`config.mk`:
```
export PLATFORM = sky130hd
export DESIGN_NAME = slave_port_arbiter
export DESIGN_NICKNAME = d
export VERILOG_FILES = /design/src/rtl/xbar_pkg.sv /design/src/rtl/rr_arbiter_2.sv /design/src/rtl/slave_port_arbiter.sv
export SDC_FILE = /design/constraint.sdc
export NUM_CORES = 1
export LEC_CHECK = 0
export ABC_AREA = 0
export ABC_CLOCK_PERIOD_IN_PS = 1800
export CAP_MARGIN = 40
export CELL_PAD_IN_SITES_DETAIL_PLACEMENT = 0
export CELL_PAD_IN_SITES_GLOBAL_PLACEMENT = 1
export CORE_MARGIN = 5
export CORE_UTILIZATION = 12
export CTS_CLUSTER_SIZE = 10
export DETAILED_ROUTE_END_ITERATION = 8
export MAX_ROUTING_LAYER = met4
export PLACE_DENSITY_LB_ADDON = 0.1
export SETUP_SLACK_MARGIN = 0.3
export SYNTH_ARGS = -nofsm -noshare
export SYNTH_HDL_FRONTEND = slang
export SYNTH_SLANG_ARGS = --single-unit
export TNS_END_PERCENT = 100
```
`constraint.sdc`:
```
create_clock -name clk -period 1.8 [get_ports clk]
set_input_delay 0.18 -clock clk [delete_from_list [all_inputs] [get_ports clk]]
set_output_delay 0.18 -clock clk [all_outputs]
set_load 0.02 [all_outputs]
```
`src/rtl/xbar_pkg.sv`:
```
// Shared crossbar types and constants used by the master-side mux and the
// slave-side arbiter.
package xbar_pkg;

   localparam int XBAR_N = 32;

   typedef enum logic {
      IDLE = 1'b0,
      BUSY = 1'b1
   } state_t;

   typedef logic       master_idx_t;
   typedef logic [1:0] grant_t;

   localparam logic   CMD_READ   = 1'b0;
   localparam logic   CMD_WRITE  = 1'b1;
   localparam grant_t GRANT_NONE = 2'b00;

endpackage

```
`src/rtl/rr_arbiter_2.sv`:
```
// Two-way round-robin arbiter: combinational one-hot pick, pointer moves to
// the other master whenever the caller strobes update for the current pick.
module rr_arbiter_2 (
   input  logic       clk,
   input  logic       rst,
   input  logic [1:0] req,
   input  logic       update,
   output logic [1:0] grant_next
);
   import xbar_pkg::*;

   logic prefer_second;

   always_comb begin
      grant_next = GRANT_NONE;
      case (req)
         2'b01:   grant_next = 2'b01;
         2'b10:   grant_next = 2'b10;
         2'b11:   grant_next = prefer_second ? 2'b10 : 2'b01;
         default: grant_next = GRANT_NONE;
      endcase
   end

   // after serving master 1 prefer master 2, and vice versa
   always_ff @(posedge clk or negedge rst) begin
      if (!rst) begin
         prefer_second <= 1'b0;
      end else if (update) begin
         prefer_second <= grant_next[0];
      end else begin
         prefer_second <= prefer_second;
      end
   end

endmodule

```
`src/rtl/slave_port_arbiter.sv`:
```
// Slave-side half of the 2x2 crossbar: round-robin merge of two masters onto
// one slave port, grant held until ack, abandon, or watchdog expiry.
module slave_port_arbiter #(
   parameter int N       = xbar_pkg::XBAR_N,
   parameter int TIMEOUT = 16,
   parameter int TO_W    = $clog2(TIMEOUT + 1)
) (
   input  logic         clk,
   input  logic         rst,
   input  logic         master_1_req,
   input  logic [N-1:0] master_1_addr,
   input  logic         master_1_cmd,
   input  logic [N-1:0] master_1_wdata,
   output logic         master_1_ack,
   output logic [N-1:0] master_1_rdata,
   output logic         master_1_err,
   input  logic         master_2_req,
   input  logic [N-1:0] master_2_addr,
   input  logic         master_2_cmd,
   input  logic [N-1:0] master_2_wdata,
   output logic         master_2_ack,
   output logic [N-1:0] master_2_rdata,
   output logic         master_2_err,
   output logic         slave_req,
   output logic [N-1:0] slave_addr,
   output logic         slave_cmd,
   output logic [N-1:0] slave_wdata,
   input  logic         slave_ack,
   input  logic [N-1:0] slave_rdata,
   output logic [1:0]   grant
);
   import xbar_pkg::*;

   // keeps the counter at least one bit wide when the watchdog is disabled
   localparam int CW = (TO_W > 0) ? TO_W : 1;

   state_t        state;
   logic [CW-1:0] wd_count;
   logic [1:0]    arb_req;
   logic [1:0]    grant_next;
   logic          arb_update;
   logic          own_1;
   logic          own_2;
   logic          done_ack;
   logic          timeout_hit;

   assign own_1 = (state == BUSY) && grant[0];
   assign own_2 = (state == BUSY) && grant[1];

   always_comb begin
      slave_req   = 1'b0;
      slave_addr  = {N{1'b0}};
      slave_cmd   = CMD_READ;
      slave_wdata = {N{1'b0}};
      if (own_1 && master_1_req) begin
         slave_req   = 1'b1;
         slave_addr  = master_1_addr;
         slave_cmd   = master_1_cmd;
         slave_wdata = master_1_wdata;
      end else if (own_2 && master_2_req) begin
         slave_req   = 1'b1;
         slave_addr  = master_2_addr;
         slave_cmd   = master_2_cmd;
         slave_wdata = master_2_wdata;
      end else begin
         slave_req   = 1'b0;
         slave_addr  = {N{1'b0}};
         slave_cmd   = CMD_READ;
         slave_wdata = {N{1'b0}};
      end
   end

   assign done_ack = slave_req && slave_ack;

   generate
      if (TIMEOUT > 0) begin : g_watchdog
         assign timeout_hit = slave_req && !slave_ack && (wd_count == CW'(TIMEOUT - 1));
      end else begin : g_no_watchdog
         assign timeout_hit = 1'b0;
      end
   endgenerate

   // while busy, feeding the owner back as the only request makes grant_next
   // name the master being completed when the pointer is updated
   assign arb_req    = (state == BUSY) ? grant : {master_2_req, master_1_req};
   assign arb_update = done_ack || timeout_hit;

   rr_arbiter_2 u_rr (
      .clk        (clk),
      .rst        (rst),
      .req        (arb_req),
      .update     (arb_update),
      .grant_next (grant_next)
   );

   assign master_1_ack   = own_1 && done_ack;
   assign master_2_ack   = own_2 && done_ack;
   assign master_1_rdata = master_1_ack ? slave_rdata : {N{1'b0}};
   assign master_2_rdata = master_2_ack ? slave_rdata : {N{1'b0}};
   assign master_1_err   = own_1 && timeout_hit;
   assign master_2_err   = own_2 && timeout_hit;

   // busy ends on ack, watchdog expiry, or the owner dropping its request
   always_ff @(posedge clk or negedge rst) begin
      if (!rst) begin
         state    <= IDLE;
         grant    <= GRANT_NONE;
         wd_count <= {CW{1'b0}};
      end else begin
         case (state)
            IDLE: begin
               if (grant_next != GRANT_NONE) begin
                  state    <= BUSY;
                  grant    <= grant_next;
                  wd_count <= {CW{1'b0}};
               end else begin
                  state    <= IDLE;
                  grant    <= GRANT_NONE;
                  wd_count <= {CW{1'b0}};
               end
            end
            BUSY: begin
               if (!slave_req || done_ack || timeout_hit) begin
                  state    <= IDLE;
                  grant    <= GRANT_NONE;
                  wd_count <= {CW{1'b0}};
               end else begin
                  state    <= BUSY;
                  grant    <= grant;
                  wd_count <= wd_count + CW'(1);
               end
            end
            default: begin
               state    <= IDLE;
               grant    <= GRANT_NONE;
               wd_count <= {CW{1'b0}};
            end
         endcase
      end
   end

endmodule
```
# ---- Word-level counts from Yosys, hierarchy flattened
# Cells that the tools add are included.
dict set report totals {
  reg_bits 9
  input_bits 167
  output_inout_bits 136
  word_cells 49
}
dict set report classes {
  add_sub_neg 1
  n_eq_ne 5
  mux 21
  n_bitwise 1
  reduce_logical 17
}
# cell n
set op_table {}
lappend op_table {{$mux W32} 6}
lappend op_table {{$logic_and A1 B1 Y1} 11}
lappend op_table {{$pmux W5 S2} 1}
lappend op_table {{$mux W2} 4}
lappend op_table {{$mux W1} 6}
lappend op_table {{$pmux W2 S3} 1}
lappend op_table {{$add A5 B1 Y5 const B} 1}
lappend op_table {{$eq A5 B4 Y1 const B} 1}
lappend op_table {{$mux W5} 1}
lappend op_table {{$eq A2 B2 Y1 const B} 2}
lappend op_table {{$pmux W2 S2} 1}
lappend op_table {{$logic_or A1 B1 Y1} 3}
lappend op_table {{$eq A2 B1 Y1 const B} 1}
lappend op_table {{$logic_not A1 Y1} 2}
lappend op_table {{$ne A2 B1 Y1 const B} 1}
lappend op_table {{$pmux W1 S2} 1}
lappend op_table {{$reduce_bool A2 Y1} 1}
lappend op_table {{$not A1 Y1} 1}

# ---- Longest topological paths before layout
# Gate-level depths: netlist of the first run.
dict set report depth {
  word_depth 9
  depth_mapped 6
  ltp_nobuf 6
}

# ---- Modules after synthesis
# From an unflattened synthesis of the first run, not the netlist that was laid out.
dict set report hier_totals {
  hier_cells 237
  area_unflattened_um2 1625.3
}
# mod instances cells_per_inst area_per_inst_um2 seq_area_each_um2
set modules_own_cells {}
lappend modules_own_cells {slave_port_arbiter 1 232 1562.7 200.2}
lappend modules_own_cells {rr_arbiter_2 1 5 62.6 25.0}

# ---- Worst setup path before layout of the first run
# Ideal clock, no wire load.
dict set report synth_timing {
  kind {register -> register}
  startpoint {reg wd_count[0]}
  endpoint {reg u_rr.prefer_second}
  setup_time_ps 125
  arrival_ps 1410
  required_time_ps 1675
  path_slack_ps 265
  path_stages_with_launch 7
  n_path_buf 0
  period_less_slack_ps 1535
  cell_sequence {dfrtp_1 > ha_1 > and3_1 > ha_1 > nor2_1 > nor3_1 > mux2_2}
}
dict set report synth_via {
  elab_chain_cells 3
}
# item line
set synth_rtl {}
lappend synth_rtl {{start, declared} slave_port_arbiter.sv:38} ;# logic [CW-1:0] wd_count;
lappend synth_rtl {{start signal, assigned} slave_port_arbiter.sv:108} ;# wd_count <= {CW{1'b0}};
lappend synth_rtl {{start signal, assigned} slave_port_arbiter.sv:115} ;# wd_count <= {CW{1'b0}};
lappend synth_rtl {{start signal, assigned} slave_port_arbiter.sv:119} ;# wd_count <= {CW{1'b0}};
lappend synth_rtl {{$eq A5 B4 Y1} slave_port_arbiter.sv:77} ;# assign timeout_hit = slave_req && !slave_ack && (wd_count == CW'(TIMEOUT - 1));
lappend synth_rtl {{$logic_and A1 B1 Y1} slave_port_arbiter.sv:77}
lappend synth_rtl {{$logic_or A1 B1 Y1} slave_port_arbiter.sv:86} ;# assign arb_update = done_ack || timeout_hit;
lappend synth_rtl {{end signal, assigned} rr_arbiter_2.sv:29} ;# prefer_second <= grant_next[0];
lappend synth_rtl {{end signal, assigned} rr_arbiter_2.sv:31} ;# prefer_second <= prefer_second;
lappend synth_rtl {{end, declared} rr_arbiter_2.sv:12} ;# logic prefer_second;
# No other way between the ends.
# A chain may end at the register's enable or synchronous reset.

# ---- Final worst setup path of the first run
dict set report layout_timing {
  startpoint {reg grant[1]}
  endpoint {out slave_cmd}
}
dict set report layout_via {
  elab_chain_cells 4
}
# item line
set layout_rtl {}
lappend layout_rtl {{start, declared} slave_port_arbiter.sv:30} ;# output logic [1:0] grant
lappend layout_rtl {{start signal, assigned} slave_port_arbiter.sv:114} ;# grant <= grant_next;
lappend layout_rtl {{start signal, assigned} slave_port_arbiter.sv:129} ;# grant <= grant;
lappend layout_rtl {{$logic_and A1 B1 Y1} slave_port_arbiter.sv:48} ;# assign own_2 = (state == BUSY) && grant[1];
lappend layout_rtl {{$logic_and A1 B1 Y1} slave_port_arbiter.sv:60} ;# end else if (own_2 && master_2_req) begin
lappend layout_rtl {{$mux W1} slave_port_arbiter.sv:60}
lappend layout_rtl {{$mux W1} slave_port_arbiter.sv:55} ;# if (own_1 && master_1_req) begin
lappend layout_rtl {{end, declared} slave_port_arbiter.sv:26} ;# output logic slave_cmd,
# No other way between the ends.

==> results of run 1 <==
==> layout by cell type, fill, tap and decap left out, types with 2 or more instances in the layout <==
master	instances
clkdlybuf4s50_1	163
nand3_4	2
dfrtp_1	8
buf_16	8
and4_1	2
a21oi_4	2
a21oi_2	3
and2_1	2
buf_12	14
and2_4	62
nand2_1	2
clkbuf_16	8
buf_4	22
nor2_4	5
inv_1	4
dlygate4sd2_1	3
and3_4	2
buf_8	4
nor3_2	2
buf_6	149
nor2_2	4
a22o_1	64
mux2_4	2
==> power breakdown <==
group	leakage, nW	internal [mW]	switching, mW
clock	0.0409	0.292	0.0914
combinational	2.61	2.00	1.44
sequential	0.118	0.248	0.0508
==> registers in the layout, summed over array words and instances, names as in the netlist <==
name                cells
wd_count                5
grant                   2
state                   1
u_rr.prefer_second      1
==> logic make-up after synthesis <==
| family | count (synthesis) |
|---|---|
| compound gates | 73 |
| xor+xnor | 2 |
| fa+ha+maj | 2 |
| buf+inv | 28 |
| flops | 9 |
| mux | 3 |
| simple gates | 88 |
==> cell usage after synthesis <==
cell type  instances
a21oi_1            3
a21oi_2            2
a22o_1            65
a22oi_1            1
and2_1            64
and3_1             1
and3_4             1
and4_1             2
buf_2              5
buf_4              2
buf_6             12
clkbuf_2           4
dfrtp_1            9
ha_1               2
inv_1              5
mux2_2             1
mux2_4             1
mux2i_1            1
nand2_1            2
nand3_1            4
nand3b_2           1
nor2_1             8
nor2_2             2
nor3_1             3
o22ai_1            1
o32ai_1            1
xnor2_1            1
xor2_1             1
==> final timing paths <==
| check | end | slack [ns] | cells past startpoint |
|---|---|---|---|
| min | wd_count[3]$_DFF_PN0_ | 0.26 | 1 |
| min in group clk | state$_DFF_PN0_ | 0.48 | 3 |
| max reg2reg | u_rr.prefer_second$_DFFE_PN0P_ | 0.18 | 7 |
| min reg2reg | u_rr.prefer_second$_DFFE_PN0P_ | 0.57 | 1 |
| max in group asynchronous | grant[0]$_DFFE_PN0P_ | 1.20 | 1 |
| max | slave_cmd | -0.006 | 8 |
==> repair_timing <==
item	CTS	global route
setup buffers	16	17
gates resized for setup	736	135
pin swaps	46	59
setup endpoints to repair	145	144
cloned	8	6
==> final cells by class <==
type                    instances  area [um2]  area share
repair buffers                370        4200       0.666
multi-input cells             168        1560       0.247
flip-flops and latches          9         226      0.0359
well taps                     180         225      0.0357
clock buffers                   3        75.1      0.0119
inverters                       5        18.8     0.00297
clock inverters                 1        5.00    0.000793
==> through the flow <==
stage	power, mW	setup TNS [ns]	hold slack [ns]
after global placement	2.73	-48.05	0.510
final	4.12	-0.00594	0.264
after detailed placement	2.73	-49.39	0.518
after global routing	4.34	-2.23	0.297
after floorplan	1.43	0	-0.116
after CTS	3.59	-0.0327	0.277
==> metal layers <==
metal | up-vias | wire length (um) | track usage
li1 | 1464 | - | -
met1 | 1448 | 5210 | 0.170
met2 | 151 | 8510 | 0.318
met3 | 4 | 1010 | 0.0271
met4 | 0 | 49 | 0.0106
met5 | - | 0 | -
==> worst max-delay path, stage by stage (launching register included) <==
cell       delay, ns
dfrtp_1         0.39
buf_6           0.13
nand3_4         0.07
a21oi_4         0.04
buf_4           0.13
buf_6           0.12
clkbuf_16       0.16
a22o_4          0.22
buf_6           0.13
==> out/qor.yml, run 1 <==
status: "finished, violations left"
violations: "setup timing"
diodes: 0
drtIter0Drc: 68
drive_gt1_frac: 0.541
grt_max_degree: 34
dr.pass1.iters: 4
syn_area_um2: 1670
power.leakage_nw: 2.77
final_core_util: 0.458
vdd_drop_max_uv: 782
die_w_um: 128
start_kind: "flip-flop"
dieArea_um2: 16400
placementRows: 43
io_buffers: 302
r2r-start: "wd_count[1]$_DFF_PN0_"
hold_viol_final: 0
cts_tree: "done"
relSlewSlack: 0.705
worstPathMaxFanout: 7
dp_slack_ns: -0.499
power_density_nw_per_um2: 653
overflow: 0
drv_cap: 0
crit_type: "flip-flop to primary output"
netlist.area_leader.share: 0.340
clockBufferDepth: 2
route.detailed.drc: 0
dp.final_hpwl_um: 10700
seq_area_frac_synth: 0.135
grt_pass1_wl_um: 19800
synth_nets: 374
path_clk_slew_ns: 0.04
rsz0062_at_grt: "true"
num-nets-final: 726
nFillCells: 1316
stdcell_area_um2: 6310
fin_crit_sh: 1.00
clkLatencyLatePin_ns: 0.23
yosysUniqueCellTypes: 28
fmax_mhz: 554
ant_nets: 0
timing.final.max_slew_violations: 0
ys_ff_latch: 9
finalWeightedCongestion: 0.865
synth-xor-area-share: 0.0105
start_util: 0.122
h-tree-depth: 1
routed_via_density: 4.17
finalWorstSetupSlack_ns: -0.00594
arrival_ns: 1.63
place_area_um2: 4940
finalWirelength_um: 14800
period_needed_ns: 1.81
ctsHoldBuffers: 0
cts-root-buf: "clkbuf_16"
fin_cells: 736
dp_cells: 685
crit_start: "grant[1]$_DFFE_PN0P_"
avgSynthCellArea_um2: 8.17
num_io_pins: 303
worstPathRequired_ns: 1.62
hold_class: "primary input to async pin"
synth_top_cell_by_area: "a22o_1"
worstSetupEndpointType: "primary output"
synth_fa_ha_area_frac: 0.0149
synth_simple_gate_area_share: 0.318
grt_pass1_vias: 3158
muxShareOfSynthArea: 0.0217
wire_per_inst_um: 20.1
yosysWarnings: 0
cts_buffers: 3
core-area_um2: 13800
fin_skew_ns: 0.00181
die_height_um: 128
finalSetupViolCount: 1
grt_usage: 0.160
area_growth_pct: 277
antenna_found_initial: 0
syn_inst: 205
dr_total_vias: 3067
synth-compound-area-share: 0.373
yosys-top-cells-area: "a22o_1 (34%), and2_1 (24%), dfrtp_1 (13%), buf_6 (8.1%), nor2_1 (1.8%)"
cts.sink_count: 9
synth_top_family_by_area: "compound AO/OA/AOI/OAI gates"
worst_slew_pin_slew_ns: 0.441
Note: power is estimated with default switching activity, not from simulation.
==> run 2, diff against run 1 <==
- MAX_ROUTING_LAYER: met4 -> default
==> run 2 against run 1 <==
  * The flow still finishes with violations (setup timing)
  * Clock-buffer cell count did not move
  * Via count rose by 0.20%
  * Wire length rose by 0.80%
  * Clock power barely moved
  * Power fell by 3.4%
  * Cell count fell by 0.54%
  * Global-route usage fell by 0.44 points
  * Utilization fell by 1.3 points
  * Sequential power rose by 2%
==> out/qor.yml, run 2 (synthesis gave the netlist of run 1 again) <==
worstPathRequired_ns: 1.62  # about the same
wire_per_inst_um: 20.3  # was 20.1 um
cts_buffers: 3  # unchanged
dr.pass1.iters: 4  # unchanged
r2r-start: "grant[1]$_DFFE_PN0P_"  # was wd_count[1]$_DFF_PN0_
ctsHoldBuffers: 0  # unchanged
clkLatencyLatePin_ns: 0.23  # about the same
grt_usage: 0.155  # was 0.160
ant_nets: 0  # unchanged
tns_ns: -0.116  # was -0.00594 ns
dieArea_um2: 16400  # unchanged
fin_skew_ns: 0.00209  # was 0.00181 ns
final_common_cell: "clkdlybuf4s50_1"  # unchanged
period_needed_ns: 1.82  # was 1.81 ns
hold_class: "primary input to async pin"  # unchanged
timing.final.max_slew_violations: 0  # unchanged
reg_top3: "wd_count (5), grant (2)"  # unchanged
num-nets-final: 722  # was 726
cpPeakStageDelay_ns: 0.41  # was 0.39 ns
crit_type: "flip-flop to primary output"  # unchanged
worst_slew_pin_slew_ns: 0.444  # was 0.441 ns
area_growth_pct: 266  # was 277%
die_w_um: 128  # unchanged
relSlewSlack: 0.703  # was 0.705
total_power_mw: 3.98  # was 4.12 mW
cts_tree: "done"  # unchanged
grt_max_degree: 34  # unchanged
finalWeightedCongestion: 0.852  # was 0.865
start_kind: "flip-flop"  # unchanged
hold_viol_final: 0  # unchanged
violations: "setup timing"  # unchanged
power_density_nw_per_um2: 650  # was 653 nW/um2
worstSetupEndpointType: "primary output"  # unchanged
regToRegSetupSlack_ns: 0.16  # was 0.18 ns
grt_pass1_vias: 3135  # was 3158
core-area_um2: 13800  # unchanged
largest_reg_flops: 5  # unchanged
timing.critical_path.buf_inv: 5  # unchanged
routed_via_density: 4.20  # was 4.17
path_clk_slew_ns: 0.04  # about the same
dr_total_vias: 3073  # was 3067
hold_ws_ns: 0.265  # was 0.264 ns
placementRows: 43  # unchanged
diodes: 0  # unchanged
path_common_cell: "buf_6"  # unchanged
grt_pass1_wl_um: 19800  # about the same
crit_family: "buffers and inverters"  # unchanged
fmax_mhz: 551  # was 554 MHz
start_util: 0.122  # unchanged
worst_path_max_delay_cell: "dfrtp_1"  # unchanged
drv_cap: 0  # unchanged
power.leakage_nw: 2.72  # was 2.77 nW
largest-register: "wd_count"  # unchanged
nFillCells: 1352  # was 1316
multi_input_area_um2: 1530  # was 1560 um2
finalWorstSetupSlack_ns: -0.0160  # was -0.00594 ns
dp_slack_ns: -0.499  # unchanged
route.detailed.drc: 0  # unchanged
finalSetupViolCount: 16  # was 1
r2r_cells: 7  # unchanged
antenna_found_initial: 0  # unchanged
dp.final_hpwl_um: 10700  # unchanged
io_buffers: 302  # unchanged
vdd_drop_max_uv: 749  # was 782 uV
h-tree-depth: 1  # unchanged
die_height_um: 128  # unchanged
worstPathMaxFanout: 6  # was 7
clockBufferDepth: 2  # unchanged
crit_chain: "buf_6, a21oi_4, nor2_4, buf_6, buf_12, buf_8, and2_4, buf_6"  # was buf_6, nand3_4, a21oi_4, buf_4, buf_6, clkbuf_16, a22o_4, buf_6
finalWirelength_um: 14900  # was 14800 um
rsz0062_at_grt: "true"  # unchanged
cts-root-buf: "clkbuf_16"  # unchanged
arrival_ns: 1.64  # was 1.63 ns
drtIter0Drc: 63  # was 68
num_io_pins: 303  # unchanged
place_area_um2: 4940  # unchanged
fin_crit_sh: 1.01  # was 1.00
status: "finished, violations left"  # unchanged
regArea_um2: 226  # unchanged
overflow: 0  # unchanged
mostFrequentLayoutCells: "clkdlybuf4s50_1 (163), buf_6 (125), a22o_1 (64), and2_4 (50), buf_4 (43)"  # was clkdlybuf4s50_1 (163), buf_6 (149), a22o_1 (64), and2_4 (62), buf_4 (22)
drive_gt1_frac: 0.514  # was 0.541
r2r_end: "u_rr.prefer_second$_DFFE_PN0P_"  # unchanged
cts.sink_count: 9  # unchanged
stdcell_area_um2: 6130  # was 6310 um2
## run 2: cell types whose count changed in the layout (fill, tap and decap cells not counted), sizes merged
| cell | delta |
|---|---|
| clkdlybuf4s15 | -1 |
| bufbuf | +1 |
| buf | -6 |
| clkbuf | +2 |
## run 2: layout make-up
type,count,area share
clock buffer,3,0.0122
clock inverter,1,0.000817
inverter,5,0.00306
multi-input combinational,168,0.249
sequential,9,0.0370
tap,180,0.0367
timing repair buffer,366,0.661
## run 2: worst register-to-register path, delay by kind of cell, from the launching register on
kind,cells,cell delay (ns)
muxes,1,0.29
and+or+nand+nor,1,0.04
buffers and inverters,4,0.53
AOI/OAI and AO/OA,1,0.25
DFF,1,0.41
## run 2: per-stage QoR
stage | std cells | utilization
finish | 732 | 0.445
global route | 732 | 0.445
CTS | 713 | 0.403
detailed placement | 685 | 0.358
global placement | 685 | 0.358
floorplan | 205 | -
## run 2: report_power, final
| part | internal [mW] | switching, mW |
|---|---|---|
| clock network | 0.292 | 0.0910 |
| logic | 1.89 | 1.40 |
| registers | 0.248 | 0.0561 |
## run 2: worst max path at each step
stage	from	endpoint	slack, ns	depth (start not counted)
after floorplan	wd_count[0]$_DFF_PN0_	u_rr.prefer_second$_DFFE_PN0P_	0.29	6
after global placement	master_1_req	slave_wdata[31]	-0.47	6
after detailed placement	master_1_req	slave_wdata[31]	-0.50	6
after CTS	grant[1]$_DFFE_PN0P_	master_1_rdata[27]	-0.006	8
after global routing	state$_DFF_PN0_	slave_wdata[26]	-0.08	8
final	grant[1]$_DFFE_PN0P_	master_1_rdata[27]	-0.02	8
## run 2: layer usage
metal	global-route usage	part of all wire	wire [um]	up-vias
met5	0	0	0	-
met4	0.0106	0.0025	37	0
met3	0.0392	0.083	1230	2
met2	0.319	0.57	8470	153
met1	0.162	0.35	5160	1460
li1	-	-	-	1458
## run 2: timing repair
item,4_1_cts,5_1_grt
endpoints found under the hold margin,0,0
setup endpoints to repair,145,144
pin swaps,46,31
gates cloned,8,7
resized for setup,736,92
buffers inserted,16,12
